`config.mk`:
```
export PLATFORM = sky130hd
export DESIGN_NAME = stream_serializer_flat
export DESIGN_NICKNAME = d
export VERILOG_FILES = /design/src/rtl/stream_serializer_if.sv /design/src/rtl/stream_serializer.sv /design/src/flat_wrapper.sv
export SDC_FILE = /design/constraint.sdc
export NUM_CORES = 1
export LEC_CHECK = 0
export ABC_AREA = 1
export CORE_MARGIN = 2
export CORE_UTILIZATION = 48
export CTS_CLUSTER_DIAMETER = 200
export DETAILED_ROUTE_END_ITERATION = 10
export PLACE_DENSITY_LB_ADDON = 0.12
export SLEW_MARGIN = 15
export SYNTH_ARGS = -nofsm -noshare
export SYNTH_HDL_FRONTEND = slang
export SYNTH_SLANG_ARGS = --single-unit
export TNS_END_PERCENT = 30
```
`constraint.sdc`:
```
create_clock -name clk -period 5.29 [get_ports clk]
set_clock_uncertainty 0.15 [all_clocks]
set_input_delay 1.058 -clock clk [delete_from_list [all_inputs] [get_ports clk]]
set_output_delay 1.058 -clock clk [all_outputs]
set_load 0.005 [all_outputs]
```
`src/rtl/stream_serializer_if.sv`:
```
// Stream serializer bus: N parallel input channels and one serialized output stream.
// The slave modport is the serializer's view; the master modport is the view of the
// environment, which feeds the input channels and consumes the output stream.
interface stream_serializer_if #(
   parameter int unsigned DW   = 24,
   parameter int unsigned N    = 4,
   parameter int unsigned TIDW = 8
);

   logic signed [DW-1:0]   s_axis_tdata [N];
   logic        [N-1:0]    s_axis_tvalid;
   logic        [N-1:0]    s_axis_tready;

   logic signed [DW-1:0]   m_axis_tdata;
   logic                   m_axis_tvalid;
   logic                   m_axis_tready;
   logic        [TIDW-1:0] m_axis_tid;
   logic                   m_axis_tlast;

   modport slave (
      input  s_axis_tdata,
      input  s_axis_tvalid,
      output s_axis_tready,
      output m_axis_tdata,
      output m_axis_tvalid,
      input  m_axis_tready,
      output m_axis_tid,
      output m_axis_tlast
   );

   modport master (
      output s_axis_tdata,
      output s_axis_tvalid,
      input  s_axis_tready,
      input  m_axis_tdata,
      input  m_axis_tvalid,
      output m_axis_tready,
      input  m_axis_tid,
      input  m_axis_tlast
   );

endinterface

```
`src/rtl/stream_serializer.sv`:
```
// Stream serializer: merges N independent sample channels into frames of N words,
// tid 0..N-1 in order with tlast on the final word. Each channel owns a one-word
// holding register; a round-robin pointer drains them strictly in channel order,
// stalling on an empty channel so frames are never reordered or emitted partially.
module stream_serializer #(
   parameter int unsigned DW   = 24,
   parameter int unsigned N    = 4,
   parameter int unsigned TIDW = 8
) (
   input  logic               clk,
   input  logic               rst,
   stream_serializer_if.slave bus
);

   localparam int unsigned   PW      = (N > 1) ? $clog2(N) : 1;
   localparam logic [PW-1:0] LastPtr = PW'(N - 1);

   // Per-channel holding registers
   logic signed [DW-1:0] hold_q [N];
   logic signed [DW-1:0] hold_d [N];
   logic        [N-1:0]  full_q;
   logic        [N-1:0]  full_d;
   logic        [N-1:0]  accept;

   // Round-robin pointer: next channel to emit
   logic [PW-1:0] ptr_q;
   logic [PW-1:0] ptr_d;

   // Registered output stage
   logic signed [DW-1:0]   data_q;
   logic signed [DW-1:0]   data_d;
   logic        [TIDW-1:0] tid_q;
   logic        [TIDW-1:0] tid_d;
   logic                   last_q;
   logic                   last_d;
   logic                   valid_q;
   logic                   valid_d;

   // Selected channel view and load control
   logic signed [DW-1:0] sel_data;
   logic                 sel_full;
   logic                 out_free;
   logic                 load;

   // Ready depends only on the holding register state, never on any tvalid.
   assign accept            = bus.s_axis_tvalid & ~full_q;
   assign bus.s_axis_tready = ~full_q;

   assign bus.m_axis_tdata  = data_q;
   assign bus.m_axis_tid    = tid_q;
   assign bus.m_axis_tlast  = last_q;
   assign bus.m_axis_tvalid = valid_q;

   // Select the channel under the pointer; explicit compare keeps non-power-of-2 N safe.
   always_comb begin
      sel_data = '0;
      sel_full = 1'b0;
      for (int unsigned i = 0; i < N; i++) begin
         if (ptr_q == PW'(i)) begin
            sel_data = hold_q[i];
            sel_full = full_q[i];
         end
      end
   end

   assign out_free = !valid_q || bus.m_axis_tready;
   assign load     = out_free && sel_full;

   // Holding register next state: capture on handshake, release on load.
   always_comb begin
      full_d = full_q;
      for (int unsigned i = 0; i < N; i++) begin
         hold_d[i] = hold_q[i];
         if (load && (ptr_q == PW'(i))) begin
            full_d[i] = 1'b0;
         end
         // Cannot coincide with a load of the same channel: ready is low while full.
         if (accept[i]) begin
            full_d[i] = 1'b1;
            hold_d[i] = bus.s_axis_tdata[i];
         end
      end
   end

   // Pointer advance with explicit wrap at N-1.
   always_comb begin
      ptr_d = ptr_q;
      if (load) begin
         ptr_d = (ptr_q == LastPtr) ? '0 : ptr_q + 1'b1;
      end
   end

   // Output stage next state: load a new word, or retire the accepted one.
   always_comb begin
      data_d  = data_q;
      tid_d   = tid_q;
      last_d  = last_q;
      valid_d = valid_q;
      if (load) begin
         data_d  = sel_data;
         tid_d   = TIDW'(ptr_q);
         last_d  = (ptr_q == LastPtr);
         valid_d = 1'b1;
      end else if (valid_q && bus.m_axis_tready) begin
         valid_d = 1'b0;
         last_d  = 1'b0;
      end
   end

   // Holding registers and occupancy flags.
   always_ff @(posedge clk or posedge rst) begin
      if (rst) begin
         full_q <= '0;
         for (int unsigned i = 0; i < N; i++) begin
            hold_q[i] <= '0;
         end
      end else begin
         full_q <= full_d;
         for (int unsigned i = 0; i < N; i++) begin
            hold_q[i] <= hold_d[i];
         end
      end
   end

   // Round-robin pointer register.
   always_ff @(posedge clk or posedge rst) begin
      if (rst) begin
         ptr_q <= '0;
      end else begin
         ptr_q <= ptr_d;
      end
   end

   // Output register; an asynchronous reset drops any in-flight word at once.
   always_ff @(posedge clk or posedge rst) begin
      if (rst) begin
         data_q  <= '0;
         tid_q   <= '0;
         last_q  <= 1'b0;
         valid_q <= 1'b0;
      end else begin
         data_q  <= data_d;
         tid_q   <= tid_d;
         last_q  <= last_d;
         valid_q <= valid_d;
      end
   end

endmodule

```
`src/flat_wrapper.sv`:
```
// flat-port wrapper written by rule: the top's interface ports become plain ports
module stream_serializer_flat 
#(
   parameter int unsigned DW   = 24,
   parameter int unsigned N    = 4,
   parameter int unsigned TIDW = 8
)
  (clk, rst, bus_s_axis_tdata, bus_s_axis_tvalid, bus_s_axis_tready, bus_m_axis_tdata, bus_m_axis_tvalid, bus_m_axis_tready, bus_m_axis_tid, bus_m_axis_tlast);
  stream_serializer_if #(.DW(DW), .N(N), .TIDW(TIDW)) bus_i ();
  input  logic clk;
  input  logic rst;
  input wire logic [$bits(bus_i.s_axis_tdata)-1:0] bus_s_axis_tdata;
  input wire logic [$bits(bus_i.s_axis_tvalid)-1:0] bus_s_axis_tvalid;
  output wire logic [$bits(bus_i.s_axis_tready)-1:0] bus_s_axis_tready;
  output wire logic [$bits(bus_i.m_axis_tdata)-1:0] bus_m_axis_tdata;
  output wire logic [$bits(bus_i.m_axis_tvalid)-1:0] bus_m_axis_tvalid;
  input wire logic [$bits(bus_i.m_axis_tready)-1:0] bus_m_axis_tready;
  output wire logic [$bits(bus_i.m_axis_tid)-1:0] bus_m_axis_tid;
  output wire logic [$bits(bus_i.m_axis_tlast)-1:0] bus_m_axis_tlast;
  assign bus_i.s_axis_tdata = {>>{bus_s_axis_tdata}};
  assign bus_i.s_axis_tvalid = bus_s_axis_tvalid;
  assign bus_s_axis_tready = bus_i.s_axis_tready;
  assign bus_m_axis_tdata = bus_i.m_axis_tdata;
  assign bus_m_axis_tvalid = bus_i.m_axis_tvalid;
  assign bus_i.m_axis_tready = bus_m_axis_tready;
  assign bus_m_axis_tid = bus_i.m_axis_tid;
  assign bus_m_axis_tlast = bus_i.m_axis_tlast;
  stream_serializer #(.DW(DW), .N(N), .TIDW(TIDW)) u_core (.clk(clk), .rst(rst), .bus(bus_i));
endmodule
```
### After elaboration in Yosys (flattened, before gate mapping)

Cells that the tools add are included.

| word-level totals | value |
|---|---|
| logic and storage cells | 53 |
| bits in registers | 130 |
| output and inout port bits | 38 |
| input bits | 103 |

| cells by class | value |
|---|---|
| add/sub/neg operators | 1 |
| reduce and logical (&&, ||, !) cells | 14 |
| equality and inequality tests | 3 |
| mux-type cells | 20 |
| bitwise gates (word level) | 2 |

Operator list:

| cell | count |
|---|---|
| $mux W24 | 4 |
| $mux W1 | 15 |
| $reduce_bool A2 Y1 | 5 |
| $logic_and A1 B1 Y1 | 6 |
| $and A4 B4 Y4 | 1 |
| $eq A2 B2 Y1 const B | 2 |
| $not A4 Y4 | 1 |
| $add A2 B1 Y2 const B | 1 |
| $eq A2 B1 Y1 const B | 1 |
| $logic_not A2 Y1 | 1 |
| $mux W2 | 1 |
| $logic_not A1 Y1 | 1 |
| $logic_or A1 B1 Y1 | 1 |

### Longest topological paths before layout

Gate-level depths: netlist of run 1.

| logic depth | value |
|---|---|
| word-level depth | 9 |
| gate-level depth with buffers | 13 |
| mapped depth without buffers | 11 |

### Worst setup path before layout of run 1

Ideal clock, no wire load.

| timing | value |
|---|---|
| kind | input to register |
| from | in bus_s_axis_tvalid[2] |
| to | reg u_core.hold_q[32] (netlist name) |
| stages on the path | 3 |
| slack | 3.217 ns |
| required time | 5.015 ns |
| arrival | 1.799 ns |
| cells stage by stage | nand2_1 > buf_2 > mux2_2 |

| between the ends | value |
|---|---|
| longest elaborated chain between the ends | 1 |

Ends and longest elaborated chain:

| item | line | source |
|---|---|---|
| from (decl) | flat_wrapper.sv:13 | `input wire logic [$bits(bus_i.s_axis_tvalid)-1:0] bus_s_axis_tvalid;` |
| $and A4 B4 Y4 | stream_serializer.sv:46 | `assign accept = bus.s_axis_tvalid & ~full_q;` |
| to (signal, indexed assignment) | stream_serializer.sv:120 | `hold_q[i] <= hold_d[i];` |
| to (decl) | stream_serializer.sv:19 | `logic signed [DW-1:0] hold_q [N];` |

Every way passes these cells.
A chain may end at the register's enable or synchronous reset.

### Worst setup path after layout of run 1

| timing | value |
|---|---|
| from | reg u_core.ptr_q[1] |
| to | reg u_core.data_q[17], in the netlist u_core.bus.m_axis_tdata[17] |

| between the ends | value |
|---|---|
| longest elaborated chain between the ends | 6 |
| elaborated cells on any way between the ends | 13 |
| those cells by class | eq/ne (3); mux (8); reduce/logical (2) |

Ends and longest elaborated chain:

| item | line | source |
|---|---|---|
| from (decl) | stream_serializer.sv:26 | `logic [PW-1:0] ptr_q;` |
| from (signal assigned) | stream_serializer.sv:130 | `ptr_q <= ptr_d;` |
| $logic_not A2 Y1 | stream_serializer.sv:59 | `if (ptr_q == PW'(i)) begin` |
| $mux W1 (4 in a row) | stream_serializer.sv:59 |  |
| $logic_and A1 B1 Y1 | stream_serializer.sv:67 | `assign load = out_free && sel_full;` |
| to (signal assigned) | stream_serializer.sv:142 | `data_q <= data_d;` |
| to (decl) | stream_serializer.sv:30 | `logic signed [DW-1:0] data_q;` |

Parallel ways exist; a longest one is shown, timed or not.

==> results of run 1 <==
-- area by class of cell --
class,instances,area share
clock inverters,4,0.002532
clock buffers,28,0.06789
repair buffers,136,0.1715
inverters,17,0.008704
multi-input cells,432,0.3113
well taps,168,0.02659
flip-flops and latches,130,0.4115
-- metal layers --
| layer | vias up | share of wire | track usage |
|---|---|---|---|
| li1 | 2186 | - | - |
| met1 | 2209 | 0.42 | 0.2659 |
| met2 | 130 | 0.49 | 0.3844 |
| met3 | 31 | 0.055 | 0.05596 |
| met4 | 0 | 0.031 | 0.1238 |
| met5 | - | 0 | 0 |
-- worst max-delay path, cell delays in order (launching register included) --
cell,delay (ps)
dfrtp_1,410
inv_1,120
ha_1,840
inv_2,420
nand2_1,190
nand3_2,90
nand2_4,110
nand3_4,330
inv_4,370
nand2_1,100
nand2_1,70
-- layout by cell type, fill, tap and decap left out, types with 2 or more instances in the layout --
master,netlist,routed
inv_1,13,12
o21ai_1,3,3
dfrtp_1,130,130
or2_2,3,3
clkbuf_1,5,4
conb_1,1,6
nand2_1,281,281
nand4_1,4,4
clkbuf_16,0,17
nand3_1,27,27
clkinv_2,0,4
clkdlybuf4s50_1,0,134
buf_4,11,2
inv_4,1,2
mux2_2,95,95
ha_1,4,4
a21oi_1,3,3
inv_2,3,3
clkbuf_8,0,7
-- logic make-up (layout without fill, tap and decap cells) --
logic type | after synthesis | in the layout | share of synthesized area
and+or+nand+nor | 321 | 321 | 0.2154
DFF | 130 | 130 | 0.5438
muxes | 95 | 95 | 0.1788
buffers and inverters | 55 | 185 | 0.04790
AOI/OAI and AO/OA | 6 | 6 | 0.005018
adders and majority gates | 4 | 4 | 0.008367
other | 1 | 6 | 0.0006269
-- path summary, 6_finish.rpt --
check / end / slack (ps) / cells past startpoint
setup / recovery: u_core.bus.m_axis_tdata[17]$_DFFE_PP0P_ / 1980 / 10
hold / removal: u_core.bus.m_axis_tdata[18]$_DFFE_PP0P_ / 330 / 2
setup reg to reg: u_core.bus.m_axis_tdata[17]$_DFFE_PP0P_ / 1980 / 10
hold reg to reg: u_core.bus.m_axis_tdata[18]$_DFFE_PP0P_ / 330 / 2
max in group asynchronous: u_core.ptr_q[1]$_DFFE_PP0P_ / 2950 / 3
min in group asynchronous: u_core.hold_q[35]$_DFFE_PP0P_ / 980 / 2
-- through the flow --
step	util	setup slack [ps]	total power, mW	hold WS, ps	area (um2)
finish	0.6528	1981	4.741	333.2	7906
global placement	0.6068	2158	3.596	332.3	7350
floorplan	-	612.7	3.084	312.1	6001
global route	0.6528	1679	5.107	368.0	7906
CTS	0.6528	2008	4.777	334.1	7906
detailed placement	0.6068	2045	3.676	319.3	7350
-- registers in the layout, indices dropped and copies added, names as in the netlist --
name and count:
u_core.full_q 4, u_core.bus.m_axis_tlast 1, u_core.bus.m_axis_tvalid 1, u_core.hold_q 96
u_core.bus.m_axis_tdata 24, u_core.bus.m_axis_tid 2, u_core.ptr_q 2
-- power groups by stage --
stage,sequential [mW],combinational [mW],clock (mW)
5_1_grt,1.82,2.13,1.15
6_report,1.76,1.89,1.09
3_5_place_dp,1.77,1.91,0
3_3_place_gp,1.75,1.85,0
2_1_floorplan,1.68,1.40,0
4_1_cts,1.76,1.91,1.10
==> flow_metrics.py, run 1 <==
metrics = {
    "sta": {
        "setup_viol": 0,
        "timing.final.crit_share": 0.6255,
        "period_minus_slack_ps": 3309,
        "rsz0062_at_grt": "no",
        "setup_tns_ps": 0,
        "relSlewSlack": 0.2749,
        "finalHoldViolations": 0,
        "worst_slew_pin_slew_ps": 1088,
        "fmax_mhz": 302.2,
        "drv_slew": 0,
    },
    "layout": {
        "layout.cells.non_filler": 915,
        "syn2layout_area_growth_pct": 32.17,
        "layout-drive-gt1-share": 0.1834,
        "nFillCells": 1030,
        "multi_input_area_um2": 2461,
        "seqCellArea_um2": 3253,
        "antenna_cells": 0,
        "layout.nets": 841,
    },
    "clock_network": {
        "htreeDepth": 4,
        "clkSlewWorstSetupHoldPaths_ps": 50,
        "cts_root_buf": "clkbuf_16",
        "cts.sinks": 130,
        "cts_tree": "done",
        "postCtsSetupBuffers": 0,
        "ctsHoldBuffers": 0,
        "numCtsBuffers": 17,
        "clockBufferDepth": 2,
        "clk_latency_ps": 430,
        "cts_resized": 0,
    },
    "detailed_routing": {
        "vias": 4556,
        "wl_um": 14160,
        "vias_per_cell": 4.979,
        "drtIter0Drc": 284,
        "dr.pass1.iters": 4,
        "antenna_left": 0,
        "drc": 0,
        "wl_per_cell_um": 15.48,
    },
    "floorplan": {
        "chipHeight_um": 115.6,
        "fp.dieW_um": 115.6,
        "initial_core_util": 0.4939,
        "core-area_um2": 12110,
        "fp.dieArea_um2": 13370,
        "io_pins": 141,
        "rows": 40,
    },
    "global_routing": {
        "grt_pass1_vias": 4693,
        "grt-ovfl-total": 0,
        "antenna_found_initial": 0,
        "grt_max_degree": 64,
        "grt_usage": 0.2268,
        "grt_pass1_wl_um": 22590,
    },
    "power": {
        "internal-power_mw": 3.039,
        "p_clk_frac": 0.230,
        "switchingPower_mw": 1.702,
        "p_leak_nw": 3.831,
        "pwr_density_cell_nw_per_um2": 599.6,
        "irDropWorstVdd_mv": 0.2819,
        "seq_power_share": 0.372,
        "swShare": 0.3590,
        "p_comb_frac": 0.399,
    },
    "place": {
        "post-dp-hpwl_um": 9989,
        "gp_congestion": 0.8367,
        "numPortBuffers": 134,
        "dpl.cell_count": 883,
    },
    "synthesis": {
        "yosysWarnings": 0,
        "syn_area_um2": 5982,
        "ys_seq_area_frac": 0.5438,
        "synthArstFlopShare": 1.000,
        "netlist_top_cells_area": "dfrtp_1 54%, mux2_2 18%, nand2_1 18%",
        "ys_ff_latch": 130,
        "ys_types": 24,
        "synth.most_common_cell": "nand2_1",
        "synth_common_cells": "281 x nand2_1, 130 x dfrtp_1, 95 x mux2_2",
        "synth-edff-count": 0,
        "synthesis.area_per_instance_um2": 9.774,
        "synth.top_cell.area_share": 0.5438,
        "synth_top_cell_by_area": "dfrtp_1",
        "syn_inst": 612,
        "synth_flop_cell": "dfrtp_1",
    },
    "setup_path": {
        "start_kind": "register",
        "critPathCaptureType": "register",
        "startpoint": "u_core.ptr_q[1]$_DFFE_PP0P_",
        "critical_path_arrival_ps": 3520,
        "path_class": "register to register",
        "cp_max_fo": 34,
        "reg2reg_from": "u_core.ptr_q[1]$_DFFE_PP0P_",
        "cp.required_ps": 5500,
    },
    "hold_path": {
        "hold_path.class": "register to register",
        "hp-start": "u_core.bus.m_axis_tdata[18]$_DFFE_PP0P_",
    },
    "run": {
        "maxCapViolCount": 0,
    },
    "outcome": {
        "status": "finished clean",
    },
}
Power figures use the tool's default switching activity.
==> run 2: changes to the inputs <==
Settings changed: CORE_UTILIZATION 48 to 45.
Clock period 5.29 ns to 2.78 ns, I/O delays scaled along.
==> flow_metrics.py, run 2 (synthesized netlist as in run 1, its figures left out) <==
metrics = {
    "clock_network": {
        "clockBufferDepth": 2,
        "postCtsSetupBuffers": 0,
        "numCtsBuffers": 17,
        "ctsHoldBuffers": 0,
        "htreeDepth": 4,
        "clk_latency_ps": 420,
        "clkSlewWorstSetupHoldPaths_ps": 50,
        "cts_resized": 0,
        "cts_root_buf": "clkbuf_16",
        "cts_tree": "done",
        "cts.sinks": 130,
    },
    "setup_path": {
        "max_stage_delay_ps": 390,
        "critical_path_arrival_ps": 2590,
        "start_kind": "register",
        "cp.required_ps": 2970,
        "crit_top_cell": "nand2_1",
        "path_class": "register to register",
        "cp_max_fo": 34,
        "critPathCaptureType": "register",
        "slowest_stage": "dfrtp_1",
        "path_cells": "inv_1 -> ha_1 -> inv_2 -> nand3_2 -> nand2_4 -> nand3_4 -> inv_4 -> nand2_1 -> nand2_1",
    },
    "power": {
        "pwr_density_cell_nw_per_um2": 1137,
        "irDropWorstVdd_mv": 0.5019,
        "finalPower_mw": 9.108,
        "p_leak_nw": 3.878,
    },
    "floorplan": {
        "initial_core_util": 0.4572,
        "fp.dieArea_um2": 14230,
        "io_pins": 141,
        "rows": 42,
        "core-area_um2": 13090,
        "fp.dieW_um": 119.3,
        "chipHeight_um": 119.3,
    },
    "layout": {
        "antenna_cells": 0,
        "final_cell_mix": "281 x nand2_1, 134 x clkdlybuf4s50_1, 130 x dfrtp_1, 95 x mux2_2, 27 x nand3_1",
        "layout.nets": 851,
        "final_common_cell": "nand2_1",
        "largest_reg_flops": 96,
        "nFillCells": 1125,
        "syn2layout_area_growth_pct": 33.86,
        "regMostFlops": "u_core.hold_q",
        "layout-drive-gt1-share": 0.1931,
    },
    "detailed_routing": {
        "antenna_left": 0,
        "wl_per_cell_um": 15.35,
        "dr.pass1.iters": 5,
        "vias_per_cell": 4.903,
        "wl_um": 14310,
        "vias": 4570,
        "drtIter0Drc": 423,
        "drc": 0,
    },
    "sta": {
        "period_minus_slack_ps": 2400,
        "setup_tns_ps": 0,
        "setup_viol": 0,
        "whs_ps": 326.6,
        "drv_slew": 0,
        "rsz0062_at_grt": "no",
        "fmax_mhz": 416.6,
        "relSlewSlack": 0.5383,
        "finalHoldViolations": 0,
        "timing.final.crit_share": 0.8634,
        "worst_slew_pin_slew_ps": 692.6,
    },
    "place": {
        "numPortBuffers": 134,
        "gp_congestion": 0.8233,
        "post-dp-hpwl_um": 10110,
    },
    "hold_path": {
        "hold_path.class": "register to register",
    },
    "global_routing": {
        "grt_max_degree": 131,
        "antenna_found_initial": 0,
        "grt_pass1_vias": 4643,
        "grt-ovfl-total": 0,
        "grt_usage": 0.2129,
        "grt_pass1_wl_um": 23160,
    },
    "outcome": {
        "status": "finished clean",
    },
    "run": {
        "maxCapViolCount": 0,
    },
}
-- run 2: path summary, 6_finish.rpt --
path / slack [ps] / to / depth (start not counted) / start
setup / recovery: 380 / u_core.bus.m_axis_tdata[9]$_DFFE_PP0P_ / 9 / u_core.ptr_q[0]$_DFFE_PP0P_
hold / removal: 330 / u_core.bus.m_axis_tdata[4]$_DFFE_PP0P_ / 2 / u_core.bus.m_axis_tdata[4]$_DFFE_PP0P_
setup reg to reg: 380 / u_core.bus.m_axis_tdata[9]$_DFFE_PP0P_ / 9 / u_core.ptr_q[0]$_DFFE_PP0P_
hold reg to reg: 330 / u_core.bus.m_axis_tdata[4]$_DFFE_PP0P_ / 2 / u_core.bus.m_axis_tdata[4]$_DFFE_PP0P_
max in group asynchronous: 1420 / u_core.hold_q[47]$_DFFE_PP0P_ / 3 / rst
min in group asynchronous: 540 / u_core.hold_q[50]$_DFFE_PP0P_ / 3 / rst
-- run 2: metal layers --
| layer | wire length [um] | track usage | up-vias |
|---|---|---|---|
| li1 | - | - | 2208 |
| met1 | 6129 | 0.2701 | 2226 |
| met2 | 7348 | 0.3581 | 130 |
| met3 | 747 | 0.06082 | 6 |
| met4 | 80 | 0.05882 | 0 |
| met5 | 0 | 0 | - |
-- run 2: final cells by class --
cell class / instances / area [um2] / share of cell area
tap: 176 / 220.2 / 0.02750
sequential: 130 / 3253 / 0.4062
multi-input combinational: 432 / 2461 / 0.3073
clock inverter: 5 / 50.05 / 0.006250
clock buffer: 26 / 509.2 / 0.06359
inverter: 17 / 70.07 / 0.008750
timing repair buffer: 146 / 1444 / 0.1803
-- run 2: report_power, final --
part	internal [mW]	switching, mW	total (mW)	leakage [nW]
logic	1.71	1.96	3.67	2.03
registers	2.82	0.518	3.34	1.57
clock network	1.34	0.755	2.09	0.280
total	5.87	3.24	9.11	3.88
-- run 2: worst max-delay path, delay by kind of cell, from the launching register on --
family                   cells  cell delay (ps)
adder cells (fa/ha/maj)      1              260
buffers and inverters        3              770
flip-flops                   1              390
AND/OR/NAND/NOR              5              740
-- run 2: through the flow --
stage                     area (um2)  utilization  cells  worst slack [ps]
after detailed placement        7448       0.5692    901             366.9
after floorplan                 6005            -    617             464.8
after global routing            8008       0.6120    932             143.3
final                           8008       0.6120    932             379.7
after CTS                       8008       0.6120    932             358.4
after global placement          7448       0.5692    901             428.0
